[config.mk]
export PLATFORM = sky130hd
export DESIGN_NAME = float_to_int_seq_flat
export DESIGN_NICKNAME = d
export VERILOG_FILES = /design/src/rtl/float_to_int_seq_if.sv /design/src/rtl/float_to_int_seq.sv /design/src/flat_wrapper.sv
export SDC_FILE = /design/constraint.sdc
export NUM_CORES = 1
export LEC_CHECK = 0
export ABC_AREA = 1
export BUFFER_PORTS_ARGS = -buffer_cell sky130_fd_sc_hd__clkbuf_2
export CAP_MARGIN = 20
export CORE_ASPECT_RATIO = 1.75
export CORE_MARGIN = 8
export CORE_UTILIZATION = 30
export DETAILED_ROUTE_END_ITERATION = 10
export REMOVE_ABC_BUFFERS = 1
export SYNTH_ARGS = -nofsm -noshare
export SYNTH_HDL_FRONTEND = slang
export SYNTH_SLANG_ARGS = --single-unit
[constraint.sdc]
create_clock -name clk -period 2.26 [get_ports clk]
set_input_delay 0.226 -clock clk [delete_from_list [all_inputs] [get_ports clk]]
set_output_delay 0.226 -clock clk [all_outputs]
set_load 0.1 [all_outputs]
[src/rtl/float_to_int_seq_if.sv]
// Handshake and data bundle between a float producer/result consumer (master)
// and the float_to_int_seq converter (slave).
interface float_to_int_seq_if;
  logic        in_valid;
  logic        in_ready;
  logic [31:0] a;
  logic        out_valid;
  logic        out_ready;
  logic [31:0] d;
  logic        p_lost;
  logic        invalid;

  modport master (
    output in_valid, a, out_ready,
    input  in_ready, out_valid, d, p_lost, invalid
  );

  modport slave (
    input  in_valid, a, out_ready,
    output in_ready, out_valid, d, p_lost, invalid
  );
endinterface

[src/rtl/float_to_int_seq.sv]
// Float32 to int32 converter, round toward zero; fixed 7-cycle latency, one op in flight.
// Accepts only in IDLE; the result is held in HOLD until out_ready.
module float_to_int_seq (
  input  logic              clk,
  input  logic              rst_n,
  float_to_int_seq_if.slave io
);

  typedef enum logic [2:0] {S_IDLE, S_UNPACK, S_SHIFT, S_PACK, S_HOLD} state_t;
  typedef enum logic [1:0] {C_NORMAL, C_SMALL, C_OVF, C_NAN_INF} cls_t;

  state_t      state_q, state_d;
  cls_t        cls_q, cls_d;
  logic [31:0] a_q, a_d;
  logic [31:0] w_q, w_d;
  logic [4:0]  sa_q, sa_d;
  logic [2:0]  k_q, k_d;
  logic        sticky_q, sticky_d;
  logic [31:0] d_q, d_d;
  logic        p_lost_q, p_lost_d;
  logic        invalid_q, invalid_d;

  logic [7:0]  exp_v;
  logic [7:0]  sa_full;
  logic [4:0]  shamt;
  logic [31:0] lost_mask;

  always_ff @(posedge clk) begin
    if (!rst_n) begin
      state_q   <= S_IDLE;
      cls_q     <= C_NORMAL;
      a_q       <= '0;
      w_q       <= '0;
      sa_q      <= '0;
      k_q       <= '0;
      sticky_q  <= 1'b0;
      d_q       <= '0;
      p_lost_q  <= 1'b0;
      invalid_q <= 1'b0;
    end else begin
      state_q   <= state_d;
      cls_q     <= cls_d;
      a_q       <= a_d;
      w_q       <= w_d;
      sa_q      <= sa_d;
      k_q       <= k_d;
      sticky_q  <= sticky_d;
      d_q       <= d_d;
      p_lost_q  <= p_lost_d;
      invalid_q <= invalid_d;
    end
  end

  always_comb begin
    state_d   = state_q;
    cls_d     = cls_q;
    a_d       = a_q;
    w_d       = w_q;
    sa_d      = sa_q;
    k_d       = k_q;
    sticky_d  = sticky_q;
    d_d       = d_q;
    p_lost_d  = p_lost_q;
    invalid_d = invalid_q;
    exp_v     = a_q[30:23];
    sa_full   = 8'd158 - a_q[30:23];
    shamt     = 5'd0;
    lost_mask = 32'd0;

    case (state_q)
      S_IDLE: begin
        if (io.in_valid) begin
          a_d     = io.a;
          state_d = S_UNPACK;
        end
      end
      S_UNPACK: begin
        w_d      = {1'b1, a_q[22:0], 8'b0};
        sa_d     = sa_full[4:0];
        sticky_d = 1'b0;
        k_d      = 3'd4;
        // -2^31 is the only exponent-158 value that fits in int32
        if (exp_v == 8'd255)
          cls_d = C_NAN_INF;
        else if (exp_v > 8'd158 || (exp_v == 8'd158 && a_q != 32'hCF00_0000))
          cls_d = C_OVF;
        else if (exp_v < 8'd127)
          cls_d = C_SMALL;
        else
          cls_d = C_NORMAL;
        state_d = S_SHIFT;
      end
      S_SHIFT: begin
        shamt     = sa_q[k_q] ? (5'd1 << k_q) : 5'd0;
        lost_mask = ~(32'hFFFF_FFFF << shamt);
        w_d       = w_q >> shamt;
        sticky_d  = sticky_q | (|(w_q & lost_mask));
        if (k_q == 3'd0)
          state_d = S_PACK;
        else
          k_d = k_q - 3'd1;
      end
      S_PACK: begin
        case (cls_q)
          C_NORMAL: begin
            d_d       = a_q[31] ? (~w_q + 32'd1) : w_q;
            p_lost_d  = sticky_q;
            invalid_d = 1'b0;
          end
          C_SMALL: begin
            d_d       = 32'd0;
            p_lost_d  = |a_q[30:0];
            invalid_d = 1'b0;
          end
          default: begin
            d_d       = 32'h8000_0000;
            p_lost_d  = 1'b0;
            invalid_d = 1'b1;
          end
        endcase
        state_d = S_HOLD;
      end
      S_HOLD: begin
        if (io.out_ready)
          state_d = S_IDLE;
      end
      default: state_d = S_IDLE;
    endcase
  end

  assign io.in_ready  = (state_q == S_IDLE);
  assign io.out_valid = (state_q == S_HOLD);
  assign io.d         = d_q;
  assign io.p_lost    = p_lost_q;
  assign io.invalid   = invalid_q;

endmodule

[src/flat_wrapper.sv]
// flat-port wrapper written by rule: the top's interface ports become plain ports
module float_to_int_seq_flat 
  (clk, rst_n, io_in_valid, io_a, io_out_ready, io_in_ready, io_out_valid, io_d, io_p_lost, io_invalid);
  float_to_int_seq_if io_i ();
  input  logic clk;
  input  logic rst_n;
  input wire logic [$bits(io_i.in_valid)-1:0] io_in_valid;
  input wire logic [$bits(io_i.a)-1:0] io_a;
  input wire logic [$bits(io_i.out_ready)-1:0] io_out_ready;
  output wire logic [$bits(io_i.in_ready)-1:0] io_in_ready;
  output wire logic [$bits(io_i.out_valid)-1:0] io_out_valid;
  output wire logic [$bits(io_i.d)-1:0] io_d;
  output wire logic [$bits(io_i.p_lost)-1:0] io_p_lost;
  output wire logic [$bits(io_i.invalid)-1:0] io_invalid;
  assign io_i.in_valid = io_in_valid;
  assign io_i.a = io_a;
  assign io_i.out_ready = io_out_ready;
  assign io_in_ready = io_i.in_ready;
  assign io_out_valid = io_i.out_valid;
  assign io_d = io_i.d;
  assign io_p_lost = io_i.p_lost;
  assign io_invalid = io_i.invalid;
  float_to_int_seq u_core (.clk(clk), .rst_n(rst_n), .io(io_i));
endmodule
After elaboration in Yosys (flattened, before gate mapping) --
Index checks and enable logic that the tools add are counted.
Operators by class: multiplexer cells 18, $add $sub $neg 3, shift operators 3, $lt $le $gt $ge 3, reduce and logical (&&, ||, !) cells 12, bitwise operators 4, equal/unequal tests 12
Operator list (count):
- $pmux 32 s2 | 2
- $not 32->32 | 2
- $add 32x1->32 const B | 1
- $and 32x32->32 | 1
- $mux 32 | 1
- $ne 32x32->1 const B | 1
- $reduce_or 32->1 | 1
- $shl 32x5->32 const A | 1
- $shr 32x5->32 | 1
- $reduce_or 31->1 | 1
- $eq 8x8->1 const B | 2
- $pmux 3 s5 | 1
- $mux 3 | 4
- $gt 8x8->1 const B | 1
- $lt 8x7->1 const B | 1
- $eq 3x2->1 const B | 2
- $logic_not 3->1 | 2
- $ne 2x2->1 const B | 3
- $pmux 3 s2 | 1
- $mux 5 | 1
- $shl 1x3->5 const A | 1
- $sub 5x5->5 const A | 1
- $lt 3x4->1 const B | 1
- $mux 2 | 2
- other kinds (16) | 20
Storage, ports and cells: logic and storage cells 65, output and inout bits 36, flip-flop bits (word level) 112

Depth between registers and ports, before layout --
word-level depth 9, depth in mapped cells 16

Least setup slack after synthesis --
OpenSTA, ideal clock, no wires.
path kind register -> register, start register u_core.state_q[0], end register u_core.state_q[0], slack 0.014 ns, period minus slack after synthesis 2.246 ns, stages on the path, launching flop included 7, setup time 0.132 ns, buffers on the path 0, arrival 2.114 ns, required time 2.128 ns, cells stage by stage dfxtp_1 -> inv_1 -> nand2_1 -> nor2_1 -> nand2_1 -> o311ai_0 -> nor3_1
On the way: cells in the longest elaborated chain, start to end 3, elaborated cells between the ends (all ways) 10, classes of those cells 7 x eq/ne; 1 x mux; 2 x reduce/logical
RTL lines:
- start, declared | RTL line float_to_int_seq.sv:12 | state_t state_q, state_d;
- start signal, assigned | RTL line float_to_int_seq.sv:41 | state_q <= state_d;
- $eq 3x3->1 (*)
- net io_out_valid | RTL line flat_wrapper.sv:11 | output wire logic [$bits(io_i.out_valid)-1:0] io_out_valid;
- $ne 2x2->1 (no source line)
- $reduce_and 3->1 (no source line)
The timed path passes the listed nets; every way through them passes the cells marked *. A chain may end at the register's enable or synchronous reset.

Worst setup path after layout --
start register u_core.k_q[0], end register u_core.w_q[10]
On the way: cells in the longest elaborated chain, start to end 5, elaborated cells between the ends (all ways) 6, classes of those cells 2 x shift; 4 x mux
RTL lines:
- start, declared | RTL line float_to_int_seq.sv:17 | logic [2:0] k_q, k_d;
- start signal, assigned | RTL line float_to_int_seq.sv:46 | k_q <= k_d;
- $bmux 1 s3 | RTL line float_to_int_seq.sv:94 | shamt = sa_q[k_q] ? (5'd1 << k_q) : 5'd0;
- $mux 1 (implied by the code) | RTL line float_to_int_seq.sv:94
- $mux 5 (*) | RTL line float_to_int_seq.sv:94
- $shr 32x5->32 (*) | RTL line float_to_int_seq.sv:96 | w_d = w_q >> shamt;
- $pmux 32 s2 (*) | RTL line float_to_int_seq.sv:70 | case (state_q)
- end signal, assigned | RTL line float_to_int_seq.sv:44 | w_q <= w_d;
- end, declared | RTL line float_to_int_seq.sv:15 | logic [31:0] w_q, w_d;
Every way passes the cells marked *; elsewhere a longest branch is shown, timed or not. The select of a mux whose other input is x is not followed.

==> out/results.ini <==
[floorplan]
ios = 72
die_w_um = 134
initial_core_util_pct = 30.2
dieArea_mm2 = 0.0299
rows = 76
fp.coreArea_mm2 = 0.0243
die_h_um = 223

[clocking]
cts_buffers = 9
clk_pin_slew_ns = 0.08
cts_root_buf = clkbuf_16
clock_latency_ns = 0.38
htreeDepth = 3
clockBufferDepth = 2
cts_hold_buffers = 0
cts_tree = yes
cts.sinks = 112

[worst_setup_path]
r2r_slack_ns = 0.09
critical_path_buf_inv_count = 4
critical_path.slowest_cell = dfxtp_4
crit_family = simple AND/OR/NAND/NOR gates
max_stage_delay_ns = 0.37
arrival_ns = 2.48
worstReg2RegStart = u_core.k_q[0]
path_class = flop to flop
reg2reg_depth = 14
rr_endpoint = u_core.w_q[10]
required_ns = 2.57
crit_chain = inv_4, nand2_2, nand3_4, nand4_4, buf_12, buf_4, o21ai_2, nand2_2, nand3_2, buf_4, nand3_1, nand2_1, nand2_1, a21oi_1
start_kind = flop
critPathMaxFanout = 7
critPathCaptureType = flop

[routing]
routed_wl_mm = 29.6
drc = 0
vias = 8308
drt-initial-drc-count = 498
ant_nets = 0
firstDrtPassIters = 5
wire_per_inst_um = 18.4
viasPerCell = 5.16

[sta]
rsz0062_at_grt = true
hold_ws_ns = 0.0996
slew_headroom_pct = 57.3
maxSlewViolCount = 0
tightest_slew_ns = 0.639
hold_violations = 0
period_share_pct = 96.2
setup_tns_ns = 0
final-setup-viol-count = 0
skew_ns = 0.0133
clock.fmax_mhz = 460
min_period_ns = 2.17

[power]
power_density_mw_per_mm2 = 941
p_leak_uw = 0.00396
design_power_total_uw = 8550
ir_drop_mv = 0.427

[flow_run]
cap_violations = 0

[layout]
final_nets = 1339
drive_above_1_share_pct = 19.6
fillers = 2792
area_growth_syn_to_layout_pct = 23.8
layout_commonest_cell = nand2_1
multi_input_area_mm2 = 0.00455
final_cell_mix = nand2_1, nand3_1, a21oi_1, dfxtp_1, o21ai_0
n_antenna_cell = 0
regArea_mm2 = 0.00225

[yosys]
avgSynthCellArea_um2 = 6.24
netlist_area_mm2 = 0.00734
synth.ff_latch_count = 112
synth.distinct_cells = 45
netlist_instances = 1177
yosysSeqAreaShare_pct = 30.5
ys_warn_count = 0

[hold_path]
hold_end = u_core.a_q[4]
min_path_cells = 3
hold_path_startpoint = io_a[4]
hold_class = primary input to flop

[place]
port_buffers = 71
gp_congestion = 1.00
dpl.hpwl_mm = 23.2

[grt]
grt_max_degree = 49
antenna_found_initial = 0
gr-total-overflow = 0
grt_pass1_vias = 8220
grt_usage_pct = 19.7
grt_pass1_wl_mm = 45.4

[run_status]
outcome = finished clean

state kept, by name, indices dropped and copies added (netlist names), 2 cells and up:
register	count
u_core.cls_q	2
u_core.io.d	32
u_core.sa_q	5
u_core.w_q	32
u_core.a_q	32
u_core.k_q	3
u_core.state_q	3
logic make-up after synthesis:
group	Yosys count	share of synthesized area, %
buf+inv	158	8.98
xor+xnor	11	1.31
compound gates	255	18.8
fa+ha+maj	9	1.53
flops	112	30.5
simple gates	632	38.8
cell type report:
| cell class | count | share of cell area (%) |
|---|---|---|
| clock buffers | 11 | 2.67 |
| clock inverters | 5 | 0.454 |
| inverters | 96 | 4.02 |
| multi-input cells | 907 | 50.0 |
| flip-flops and latches | 112 | 24.7 |
| well taps | 312 | 4.30 |
| repair buffers | 168 | 13.8 |
synthesized netlist by cell type (all sizes together):
library cell / count / share of area [%]
nand2: 328 / 17
nand3: 181 / 13
a21oi: 115 / 7.8
o21ai: 115 / 8.4
dfxtp: 112 / 31
inv: 96 / 4.9
nor2: 76 / 4.2
clkbuf: 38 / 1.9
buf: 24 / 2.1
nand4: 19 / 2.2
nor3: 13 / 1.1
xor2: 10 / 1.2
a21boi: 9 / 0.92
ha: 9 / 1.5
nor4: 6 / 0.51
or2: 6 / 0.51
nand3b: 3 / 0.31
o211ai: 3 / 0.31
a221oi: 2 / 0.24
o221ai: 2 / 0.24
o22ai: 2 / 0.17
a211oi: 1 / 0.10
a21o: 1 / 0.10
a22oi: 1 / 0.10
a31oi: 1 / 0.085
o2111ai: 1 / 0.12
o311ai: 1 / 0.12
o31ai: 1 / 0.10
xnor2: 1 / 0.12
stage by stage:
stage | cells | setup slack, ns | area, um^2 | util (%)
final | 1611 | 0.0859 | 9080 | 37.3
after global routing | 1611 | -0.0471 | 9080 | 37.3
after CTS | 1604 | 0.0123 | 8860 | 36.4
after detailed placement | 1588 | -0.00452 | 8580 | 35.2
after global placement | 1588 | 0.0336 | 8580 | 35.2
after floorplan | 1115 | -1.79 | 7040 | -
per-layer routing:
layer / vias up / track usage (%) / wire [um]
met4: 0 / 13.3 / 2020
met1: 3753 / 20.5 / 11000
met5: - / 0 / 0
met3: 98 / 2.66 / 1240
met2: 275 / 35.6 / 15300
li1: 4182 / - / -
report_power, final:
group	switching [uW]	internal, uW
Combinational	2920	1540
Sequential	268	2230
Clock	807	788
worst max-delay path by stage:
stage / from / endpoint / slack, ns / depth (start not counted)
after global placement: u_core.k_q[0] / u_core.w_q[2] / 0.03 / 14
final: u_core.k_q[0] / u_core.w_q[10] / 0.09 / 14
after detailed placement: u_core.k_q[0] / u_core.w_q[2] / -0.005 / 14
after CTS: u_core.k_q[0] / u_core.w_q[0] / 0.01 / 15
after floorplan: u_core.state_q[2] / u_core.a_q[0] / -1.79 / 6
after global routing: u_core.k_q[0] / u_core.w_q[7] / -0.05 / 15
timing repair:
item / CTS / global route
cloned: 0 / 3
gates resized for setup: 2 / 36
endpoints found under the setup margin: 3 / 29
setup buffers: 0 / 4
pin swaps: 0 / 5
worst min-delay path, delay by kind of cell:
| kind | cells | cell delay (ns) |
|---|---|---|
| compound gates | 1 | 0.06 |
| buf+inv | 1 | 0.08 |
| simple gates | 1 | 0.07 |
Note: power is estimated with default switching activity, not from simulation.
